## config.mk

```make
export PLATFORM = sky130hd
export DESIGN_NAME = seven_seg_scan_driver
export DESIGN_NICKNAME = d
export VERILOG_FILES = /design/src/rtl/seven_seg_scan_driver.sv
export SDC_FILE = /design/constraint.sdc
export NUM_CORES = 1
export LEC_CHECK = 0
export ABC_AREA = 1
export BUFFER_PORTS_ARGS = -buffer_cell sky130_fd_sc_hd__clkbuf_2
export CAP_MARGIN = 20
export CORE_ASPECT_RATIO = 0.9
export CORE_MARGIN = 3
export CORE_UTILIZATION = 55
export CTS_CLUSTER_DIAMETER = 50
export CTS_CLUSTER_SIZE = 16
export DETAILED_ROUTE_END_ITERATION = 6
export PLACE_DENSITY = 0.73
export SLEW_MARGIN = 20
export SYNTH_ARGS = -nofsm -noshare
export SYNTH_HDL_FRONTEND = slang
export SYNTH_SLANG_ARGS = --single-unit
```

## constraint.sdc

```tcl
create_clock -name clk -period 4.4 [get_ports clk]
set_clock_uncertainty 0.05 [all_clocks]
set_input_delay 0.22 -clock clk [delete_from_list [all_inputs] [get_ports clk]]
set_output_delay 0.22 -clock clk [all_outputs]
set_load 0.03 [all_outputs]
```

## src/rtl/seven_seg_scan_driver.sv

```systemverilog
// seven_seg_scan_driver
//   Time-multiplexed digit source for the watch display. A shadow buffer is
//   loaded one entry at a time and committed atomically into the active
//   buffer on a frame boundary. The active buffer is scanned one digit at a
//   time, and selected digits are blanked during the blink-off phase.
//
// Ports
//   clk, reset    : system clock, synchronous active-high reset
//   wr_en/wr_idx  : write shadow[wr_idx] <= {wr_value, wr_mode}
//   wr_value      : 4-bit character / number code
//   wr_mode       : 0 = NUMBER, 1 = ALPHABET
//   commit        : request shadow -> active copy at the next frame boundary
//   blink_mask    : per-digit blink enable
//   value_out     : code of the enabled digit
//   mode_out      : mode of the enabled digit
//   digit_en      : one-hot digit select
//   frame_start   : pulse in the first cycle of digit 0
//   commit_ack    : pulse in the first cycle that shows new active contents
//   pending       : commit accepted but not yet applied
module seven_seg_scan_driver #(
  parameter int DIGITS       = 4,
  parameter int SCAN_DIV     = 1000,
  parameter int BLINK_FRAMES = 64
) (
  input  logic                       clk,
  input  logic                       reset,
  input  logic                       wr_en,
  input  logic [$clog2(DIGITS)-1:0]  wr_idx,
  input  logic [3:0]                 wr_value,
  input  logic                       wr_mode,
  input  logic                       commit,
  input  logic [DIGITS-1:0]          blink_mask,
  output logic [3:0]                 value_out,
  output logic                       mode_out,
  output logic [DIGITS-1:0]          digit_en,
  output logic                       frame_start,
  output logic                       commit_ack,
  output logic                       pending
);

  localparam int IDX_W  = $clog2(DIGITS);
  localparam int SLOT_W = $clog2(SCAN_DIV);
  localparam int FR_W   = (BLINK_FRAMES > 1) ? $clog2(BLINK_FRAMES) : 1;

  localparam logic [IDX_W-1:0]  LAST_DIG   = IDX_W'(DIGITS - 1);
  localparam logic [SLOT_W-1:0] LAST_SLOT  = SLOT_W'(SCAN_DIV - 1);
  localparam logic [FR_W-1:0]   LAST_FRAME = FR_W'(BLINK_FRAMES - 1);

  // Entry layout {value[3:0], mode}; blank is the ALPHABET SPACE code.
  localparam logic [4:0] BLANK = 5'b0000_1;

  // Replace an entry by the blank code when its digit is blinked off.
  function automatic logic [4:0] blink_gate(input logic [4:0] entry,
                                            input logic       phase_off,
                                            input logic       masked);
    return (phase_off && masked) ? BLANK : entry;
  endfunction

  logic [4:0]              shadow_q [DIGITS];
  logic [4:0]              shadow_d [DIGITS];
  logic [4:0]              active_q [DIGITS];
  logic [4:0]              active_d [DIGITS];
  logic [SLOT_W-1:0]       slot_q, slot_d;
  logic [IDX_W-1:0]        dig_q, dig_d;
  logic [FR_W-1:0]         frame_q, frame_d;
  logic                    phase_q, phase_d;
  logic                    pending_q, pending_d;
  logic [3:0]              value_out_q, value_out_d;
  logic                    mode_out_q, mode_out_d;
  logic [DIGITS-1:0]       digit_en_q, digit_en_d;
  logic                    frame_start_q, frame_start_d;
  logic                    commit_ack_q, commit_ack_d;

  logic                    slot_wrap;
  logic                    frame_wrap;
  logic [4:0]              shown;

  always_comb begin
    shadow_d      = shadow_q;
    active_d      = active_q;
    slot_d        = slot_q + SLOT_W'(1);
    dig_d         = dig_q;
    frame_d       = frame_q;
    phase_d       = phase_q;
    pending_d     = pending_q;
    value_out_d   = value_out_q;
    mode_out_d    = mode_out_q;
    digit_en_d    = digit_en_q;
    frame_start_d = 1'b0;
    commit_ack_d  = 1'b0;
    shown         = BLANK;

    slot_wrap  = (slot_q == LAST_SLOT);
    frame_wrap = slot_wrap && (dig_q == LAST_DIG);

    if (wr_en && (int'(wr_idx) < DIGITS)) begin
      shadow_d[wr_idx] = {wr_value, wr_mode};
    end

    if (commit) begin
      pending_d = 1'b1;
    end

    if (slot_wrap) begin
      slot_d = '0;
      dig_d  = frame_wrap ? '0 : dig_q + IDX_W'(1);
    end

    if (frame_wrap) begin
      frame_start_d = 1'b1;
      if (frame_q == LAST_FRAME) begin
        frame_d = '0;
        phase_d = ~phase_q;
      end else begin
        frame_d = frame_q + FR_W'(1);
      end
      // The copy uses the shadow as registered, so a write in this same
      // cycle only lands in the shadow and waits for the next commit.
      if (pending_q) begin
        active_d     = shadow_q;
        pending_d    = 1'b0;
        commit_ack_d = 1'b1;
      end
    end

    // Outputs are loaded for the digit being entered, from the post-commit
    // contents and post-toggle blink phase, so they move with digit_en.
    if (slot_wrap) begin
      shown       = blink_gate(active_d[dig_d], phase_d, blink_mask[dig_d]);
      value_out_d = shown[4:1];
      mode_out_d  = shown[0];
      digit_en_d  = DIGITS'(1) << dig_d;
    end
  end

  always_ff @(posedge clk) begin
    if (reset) begin
      for (int i = 0; i < DIGITS; i++) begin
        shadow_q[i] <= BLANK;
        active_q[i] <= BLANK;
      end
      slot_q        <= '0;
      dig_q         <= '0;
      frame_q       <= '0;
      phase_q       <= 1'b0;
      pending_q     <= 1'b0;
      value_out_q   <= BLANK[4:1];
      mode_out_q    <= BLANK[0];
      digit_en_q    <= DIGITS'(1);
      frame_start_q <= 1'b1;
      commit_ack_q  <= 1'b0;
    end else begin
      shadow_q      <= shadow_d;
      active_q      <= active_d;
      slot_q        <= slot_d;
      dig_q         <= dig_d;
      frame_q       <= frame_d;
      phase_q       <= phase_d;
      pending_q     <= pending_d;
      value_out_q   <= value_out_d;
      mode_out_q    <= mode_out_d;
      digit_en_q    <= digit_en_d;
      frame_start_q <= frame_start_d;
      commit_ack_q  <= commit_ack_d;
    end
  end

  assign value_out   = value_out_q;
  assign mode_out    = mode_out_q;
  assign digit_en    = digit_en_q;
  assign frame_start = frame_start_q;
  assign commit_ack  = commit_ack_q;
  assign pending     = pending_q;

endmodule

```

== Word level (Yosys, flattened, before mapping) ==
Cells that the tools add are included.

* Add/subtract/negate cells: 3
* Order comparisons: 4
* Equality and inequality tests: 3
* Shift operators: 1
* Mux-type cells: 21
* Bitwise gates (word level): 4
* Reduce and logical (&&, ||, !) cells: 5

{| class="wikitable"
|+ Operators by type and width
! operator !! number
|-
| $mux W20 || 2
|-
| $bwmux W20 || 1
|-
| $mux W5 || 4
|-
| $add A10 B1 Y10 const B || 1
|-
| $bmux W5 S2 || 1
|-
| $demux W5 S2 || 1
|-
| $eq A10 B10 Y1 const B || 1
|-
| $mux W1 || 8
|-
| $add A6 B1 Y6 const B || 1
|-
| $eq A6 B6 Y1 const B || 1
|-
| $ge A3 B3 Y1 const B || 2
|-
| $mux W6 || 1
|-
| $not A2 Y3 || 2
|-
| $mux W2 || 2
|-
| $reduce_or A2 Y1 || 2
|-
| $shl A1 B2 Y4 const A || 1
|-
| $logic_and A1 B1 Y1 || 3
|-
| $lt A2 B3 Y1 const B || 1
|-
| $lt A3 B1 Y1 const B || 1
|-
| $add A2 B1 Y2 const B || 1
|-
| $bmux W1 S2 || 1
|-
| $eq A2 B2 Y1 const B || 1
|-
| $not A1 Y1 || 2
|}

* Flip-flop bits (word level): 71
* Bits of input ports: 15
* Output and inout port bits: 12
* Word-level logic and storage cells: 59

== Logic depth before layout (Yosys ltp) ==
Gate-level depths: netlist (run 1).

* Depth after elaboration: 9
* Mapped depth: 13
* Depth with buffers taken out: 13

== Worst setup path before layout (run 1) ==
Ideal clock, no wire load.

* Path kind: register -> register
* Start: register pending_q (netlist: pending)
* End: register value_out_q[1] (netlist: value_out[1])
* Setup time: 0.113 ns
* Arrival: 1.551 ns
* Data required time: 4.237 ns
* Path slack: 2.685 ns
* Cell stages (with the launch flop): 10
* Buffers on the path: 2
* Clock period less this slack: 1.715 ns
* Cell sequence: dfxtp_1 -> buf_2 -> buf_2 -> o21ai_0 -> o21ai_0 -> nand2_1 -> nand3_1 -> nand2_1 -> nand3_1 -> nand2_1

* Longest elaborated chain between the ends: 6

{| class="wikitable"
|+ RTL lines
! what !! line !! RTL
|-
| from (decl) || 67 || <nowiki>logic pending_q, pending_d;</nowiki>
|-
| from (signal assigned) || 159 || <nowiki>pending_q <= pending_d;</nowiki>
|-
| $mux W20 || 119 || <nowiki>if (pending_q) begin</nowiki>
|-
| $mux W20 || 109 || <nowiki>if (frame_wrap) begin</nowiki>
|-
| $bmux W5 S2 || 129 || <nowiki>shown = blink_gate(active_d[dig_d], phase_d, blink_mask[dig_d]);</nowiki>
|-
| $mux W5 (not written as such) (2 in a row) || 129 ||
|-
| $mux W5 || 56 || <nowiki>return (phase_off && masked) ? BLANK : entry;</nowiki>
|-
| to (signal assigned) || 147 || <nowiki>value_out_q <= BLANK[4:1];</nowiki>
|-
| to (signal assigned) || 160 || <nowiki>value_out_q <= value_out_d;</nowiki>
|-
| to (decl) || 68 || <nowiki>logic [3:0] value_out_q, value_out_d;</nowiki>
|}

Every way passes these cells. The select of a mux whose other input is x is not followed.
A chain may end at the register's enable or synchronous reset.

== Final worst setup path (run 1) ==
* Start: register slot_q[0]
* End: register value_out_q[0] (netlist: value_out[0])

* Longest elaborated chain between the ends: 9
* Elaborated cells on any way between the ends: 14
* Classes of those cells: eq/ne (1); mux (10); bitwise (1); reduce/logical (2)

{| class="wikitable"
|+ RTL lines
! what !! line !! RTL
|-
| from (decl) || 63 || <nowiki>logic [SLOT_W-1:0] slot_q, slot_d;</nowiki>
|-
| from (signal assigned) || 155 || <nowiki>slot_q <= slot_d;</nowiki>
|-
| $eq A10 B10 Y1 (*) || 93 || <nowiki>slot_wrap = (slot_q == LAST_SLOT);</nowiki>
|-
| $logic_and A1 B1 Y1 || 94 || <nowiki>frame_wrap = slot_wrap && (dig_q == LAST_DIG);</nowiki>
|-
| $mux W2 || 106 || <nowiki>dig_d = frame_wrap ? '0 : dig_q + IDX_W'(1);</nowiki>
|-
| $mux W2 || 104 || <nowiki>if (slot_wrap) begin</nowiki>
|-
| $not A2 Y3 (not written as such) || 129 ||
|-
| $bmux W5 S2 || 129 ||
|-
| $mux W5 (not written as such) (2 in a row) || 129 ||
|-
| $mux W5 || 56 ||
|}

Mark *: on every way between the ends. The rest lies on a longest branch, timed or not. The select of a mux whose other input is x is not followed.

==> flow_metrics.tcl, run 1 <==
set metrics [dict create \
    timing.fmax_ghz 0.413 \
    grt_pass1_wl_um 11200 \
    pwr_density_cell_nw_per_um2 334 \
    ys_warn_count 0 \
    rows 25 \
    rsz0062_at_grt "no" \
    hold_class "in -> reg" \
    cts_tree "done" \
    total_power_mw 1.17 \
    start_util_pct 59.0 \
    dr.pass1.iters 4 \
    vias_per_cell 5.19 \
    slew_headroom_pct 45.3 \
    fin_setup_tns_ns 0 \
    cts.path.max_buffers 2 \
    grt_max_degree 34 \
    synth_seq_area_share_pct 44.0 \
    portBuffers 26 \
    ys_types 37 \
    min_period_over_period_pct 55.0 \
    synth_fp_nets 453 \
    numCtsBuffers 9 \
    routabilityCongestion 0.792 \
    crit_slowest_cell "nand4_1" \
    critPathCaptureType "flop" \
    antenna_cells 0 \
    fin_crit_ns 2.42 \
    insertion_delay_ns 0.34 \
    crit_top_cell "nand2_1" \
    nFillCells 493 \
    core-area_um2 5470 \
    ios 27 \
    clock_sinks 71 \
    die_area_um2 6830 \
    hpwl_um 4620 \
    routed_wl_um 6440 \
    synthCells 435 \
    cts_resized 0 \
    netlist_area_um2 3230 \
    synth_area_per_cell_um2 7.42 \
    ant_nets 0 \
    drt_iter0_markers 153 \
    die_x_um 86.8 \
    hold_viol_final 0 \
    route.vias.total 2743 \
    htreeDepth 3 \
    layout_common_cells "nand2_1, dfxtp_1, nor2_1, nand3_1, inv_1" \
    syn_to_final_growth_pct 8.41 \
    antenna_found_initial 0 \
    grt_pass1_vias 2467 \
    critPathKind "reg -> reg" \
    utilization_pct 63.9 \
    num-nets-final 475 \
    ys_ff_latch 71 \
    overflow 0 \
    die-height_um 78.7 \
    crit_arrival_ns 2.61 \
    crit_chain "ha_1 -> nand2_1 -> nor2_4 -> nand4_1 -> o21ai_0 -> nand2_1 -> nand3_1 -> nand2_1 -> nand3_1 -> nand2_1" \
    worst-slew-pin-transition_ns 0.819 \
    path_max_fanout 20 \
    cts.reportedPaths.clkPinSlew_ns 0.08 \
    cts_root_buffer "clkbuf_8" \
    worst_path_largest_cell_delay_ns 0.62 \
    status "complete, no violations" \
    cap_violations 0 \
    routedWlPerCell_um 12.2 \
    cts_hold_buffers 0 \
    drv_slew 0 \
    worstPathRequired_ns 4.59 \
    cp-start-kind "flop" \
    grt_use_total_pct 20.9 \
    synthTopCellsByArea "dfxtp_1, nand2_1, nor2_1, nand3_1, o21ai_0" \
    netlist.top_cell.by_area "dfxtp_1" \
    finalSetupViolCount 0 \
    drcViolationCount 0 \
    peakVddDrop_mv 0.318 \
    final_common_cell "nand2_1" \
    synth_top_area_share_pct 44.0 \
    drive_gt1_share_pct 13.9 \
    p_leak_nw 1.60 \
    post_cts_buffers 0 \
]
synthesized netlist by cell type (all sizes together):
cell	count
nand2	114
nand3	39
nand3b	1
a31oi	1
a21oi	10
and3	1
xnor2	1
clkinv	1
clkbuf	9
nand4	3
dfxtp	71
and2	1
a21boi	1
ha	3
nor2	72
o41ai	1
buf	7
a22o	1
xor2	5
o21ai	37
mux2i	9
a211oi	1
nor3	12
inv	34
power by group:
part           switching [mW]  internal (mW)
logic                  0.0414         0.0203
registers             0.00679          0.655
clock network           0.240          0.205
per-stage QoR:
step / hold WS (ns) / worst slack (ns) / instances / cell area (um2)
CTS: 0.0845 / 2.00 / 529 / 3500
finish: 0.102 / 1.98 / 529 / 3500
global placement: 0.382 / 2.05 / 513 / 3330
global route: 0.0997 / 1.66 / 529 / 3500
detailed placement: 0.396 / 1.97 / 513 / 3330
floorplan: 0.296 / 2.69 / 435 / 3230
final timing paths:
| kind | startpoint | end | slack (ns) | cells after the start |
|---|---|---|---|---|
| setup / recovery | slot_q[0] | value_out[0] | 1.98 | 10 |
| hold / removal | wr_value[0] | shadow_q[16] | 0.10 | 3 |
| setup reg to reg | slot_q[0] | value_out[0] | 1.98 | 10 |
| hold reg to reg | slot_q[0] | slot_q[0] | 0.41 | 1 |
registers in the layout, summed over array words and instances (netlist names):
name         cells
dig_q            2
frame_start      1
frame_q          6
phase_q          1
mode_out         1
pending          1
commit_ack       1
value_out        4
slot_q          10
shadow_q        20
active_q        20
digit_en         4
cell type report:
cell class                      instances  area (um2)  share of cell area (%)
Clock buffer                           11         131                    3.75
Clock inverter                          5        35.0                    1.00
Inverter                               35         134                    3.83
Multi-Input combinational cell        313        1560                    44.5
Sequential cell                        71        1420                    40.6
Tap cell                               67        83.8                    2.40
Timing Repair Buffer                   27         138                    3.93
cell families after synthesis:
family                   synth area share (%)
AO/OA/AOI/OAI                            9.42
buffers and inverters                    7.75
XOR/XNOR                                 1.63
AND/OR/NAND/NOR                          33.2
multiplexers                             2.79
adder cells (fa/ha/maj)                  1.16
flip-flops                               44.0
critical path: cells and delay by family (launching register included):
kind | cells | cell delay (ns)
adders and majority gates | 1 | 0.20
AOI/OAI and AO/OA | 1 | 0.51
DFF | 1 | 0.36
and+or+nand+nor | 8 | 1.21
routing by layer:
metal | vias up | routed length, um | track usage [%]
li1 | 1447 | - | -
met1 | 1229 | 3360 | 30.0
met2 | 58 | 2650 | 29.6
met3 | 9 | 332 | 6.30
met4 | 0 | 95 | 7.17
met5 | - | 0 | 0
(Power assumes the default switching activity.)
==> run 2, diff against run 1 <==
ABC_AREA = 0   (was 1)
PLACE_DENSITY = 0.74   (was 0.73)
clock period = 2.24 ns   (was 4.4 ns; I/O delays follow)
==> run 2 against run 1 <==
Net effect:
- core utilization rose by 9.5 points
- wire length decreased by 7.4%
- die area shrank 10%
- maximum frequency is 12% higher
- global-route usage fell by 1.6 points
- first-iteration DRC count decreased by 58%
- register-to-register slack worse by 1.9 ns
- setup slack got worse by 1.9 ns
- total power grew 100%
- synthesized area fell by 11%
- synthesized cell count fell by 35%
- largest cell class unchanged
- highest routed layer unchanged
==> flow_metrics.tcl, run 2 <==
set metrics [dict create \
    drt_iter0_markers 64 \
    yosys-top-cells-count "dfxtp_1, nor2_1, mux2i_1" \
    grt_pass1_vias 1861 \
    portBuffers 26 \
    utilization_pct 73.4 \
    placedInstanceArea_um2 3160 \
    drcViolationCount 0 \
    synth_seq_area_share_pct 49.4 \
    ys_ff_latch 71 \
    num-nets-final 346 \
    fin_crit_ns 2.17 \
    core-area_um2 4950 \
    start_util_pct 58.1 \
    pwr_density_cell_nw_per_um2 654 \
    finalSetupViolCount 0 \
    clock_sinks 71 \
    final_common_cell "dfxtp_1" \
    die_area_um2 6140 \
    dr.pass1.iters 4 \
    vias_per_cell 5.22 \
    die_x_um 82.2 \
    synth_flop_cell "dfxtp_1" \
    cts.path.max_buffers 2 \
    top_regs "active_q: 20 flops, shadow_q: 20 flops, slot_q: 10 flops" \
    insertion_delay_ns 0.34 \
    drive_gt1_share_pct 27.5 \
    cap_violations 0 \
    netlist.top_cell.by_area "dfxtp_1" \
    route.vias.total 2068 \
    worstPathRequired_ns 2.42 \
    drv_slew 0 \
    met2_length_um 2700 \
    cts_tree "done" \
    layout_common_cells "dfxtp_1, nor2_1, mux2i_1, clkbuf_2, buf_4" \
    dp_cells 375 \
    ys_types 37 \
    cp-start-kind "flop" \
    path_max_fanout 5 \
    p_leak_nw 1.50 \
    async_flop_share_pct 0 \
    grt_max_degree 32 \
    crit_path_end "value_out[2]" \
    critPathKind "reg -> reg" \
    routed.top_layer "met4" \
    ios 27 \
    r2r_cells 8 \
    yosysMostFrequentCell "dfxtp_1" \
    syn_to_final_growth_pct 26.4 \
    ant_nets 0 \
    netlist_area_um2 2880 \
    grt_use_total_pct 19.3 \
    timing.fmax_ghz 0.461 \
    fin_area_um2 3640 \
    routedWlPerCell_um 15.1 \
    routed_wl_um 5970 \
    status "complete, no violations" \
    wl_met1_um 2930 \
    synth_edf_count 0 \
    peakVddDrop_mv 0.570 \
    hpwl_um 3700 \
    hold_viol_final 0 \
    routabilityCongestion 0.780 \
    rows 24 \
    synthCells 281 \
    crit_arrival_ns 2.35 \
    cts_root_buffer "clkbuf_8" \
    die-height_um 74.6 \
    min_period_over_period_pct 96.7 \
    synth_top_area_share_pct 49.4 \
    startpoint "slot_q[7]" \
    r2r_start "slot_q[7]" \
    antenna_found_initial 0 \
    critPathCaptureType "flop" \
    synthTopCellsByArea "dfxtp_1, mux2i_1, nor2_1, xor2_1, mux2_2" \
    overflow 0 \
    r2r_slack_ns 0.07 \
    cts.reportedPaths.clkPinSlew_ns 0.07 \
    numCtsBuffers 9 \
    finalNonFillerCells 396 \
    synth_area_per_cell_um2 10.2 \
    ys_warn_count 0 \
    holdWs_ns 0.0112 \
    antenna_cells 0 \
    hold_class "in -> reg" \
    slew_headroom_pct 61.3 \
    grt_pass1_wl_um 8750 \
    worst-slew-pin-transition_ns 0.580 \
    synth_fp_nets 299 \
    htreeDepth 3 \
    reg2reg_to "value_out[2]" \
    met3_wirelength_um 263 \
]
## run 2: cell types whose count changed after synthesis, sizes merged, moves of 5 or more
| cell | change |
|---|---|
| o21ai | -37 |
| nand2 | -103 |
| mux2 | +6 |
| nor3 | -8 |
| nand3 | -33 |
| xnor2 | +5 |
| nor2 | -11 |
| a211o | +5 |
| mux2i | +37 |
| inv | -33 |
## run 2: kinds of logic after synthesis
kind of cell	Yosys count	share of synthesized area (%)
buffers and inverters	14	2.26
adder cells (fa/ha/maj)	3	1.30
multiplexers	53	19.1
flip-flops	71	49.4
AND/OR/NAND/NOR	107	18.7
XOR/XNOR	14	4.26
AO/OA/AOI/OAI	19	5.00
## run 2: metal layers
layer	GRT usage, %	up-vias
met5	0	-
met4	6.27	0
met3	8.73	10
met2	27.2	32
met1	26.4	962
li1	-	1064
## run 2: through the flow
step / total power [mW] / setup TNS (ns) / setup WS, ns
4_1_cts: 2.39 / 0 / 0.0202
6_report: 2.38 / 0 / 0.0731
3_5_place_dp: 1.42 / 0 / 0.0264
3_3_place_gp: 1.42 / 0 / 0.0695
2_1_floorplan: 1.38 / 0 / 0.0334
5_1_grt: 2.47 / -0.0114 / -0.00917
## run 2: worst min path at each step
stage | start | to | slack (ns) | cells after the start
final | wr_value[1] | shadow_q[12] | 0.01 | 3
after global placement | wr_mode | shadow_q[15] | 0.28 | 2
after CTS | wr_value[1] | shadow_q[12] | 0.002 | 3
after detailed placement | wr_mode | shadow_q[15] | 0.30 | 2
after global routing | wr_value[1] | shadow_q[12] | 0.01 | 3
after floorplan | wr_mode | shadow_q[15] | 0.18 | 1
## run 2: layout make-up
cell class                      instances  area [um2]
Sequential cell                        71        1430
Timing Repair Buffer                   49         365
Clock inverter                          1        30.0
Inverter                                1        3.75
Fill cell                             360        1320
Tap cell                               65        81.3
Multi-Input combinational cell        196        1580
Clock buffer                           13         149
## run 2: power by group
| group | total, mW | leakage, nW | internal (mW) | switching (mW) |
|---|---|---|---|---|
| Clock | 0.972 | 0.0896 | 0.534 | 0.438 |
| Combinational | 0.107 | 0.833 | 0.0470 | 0.0601 |
| Sequential | 1.30 | 0.577 | 1.28 | 0.0156 |
## run 2: critical path: stages (launching register included)
cell	delay [ns]
dfxtp_1	0.41
nand3_4	0.13
nor4_4	0.31
buf_6	0.19
buf_12	0.15
mux2i_4	0.25
mux2i_1	0.10
mux2_2	0.26
a22o_1	0.20
## run 2: timing repair
action / in CTS / in global routing
endpoints found under the hold margin: 3 / 0
endpoints found under the setup margin: 0 / 5
hold buffers: 3 / 0
setup buffers: 0 / 1
gates resized for setup: 0 / 37
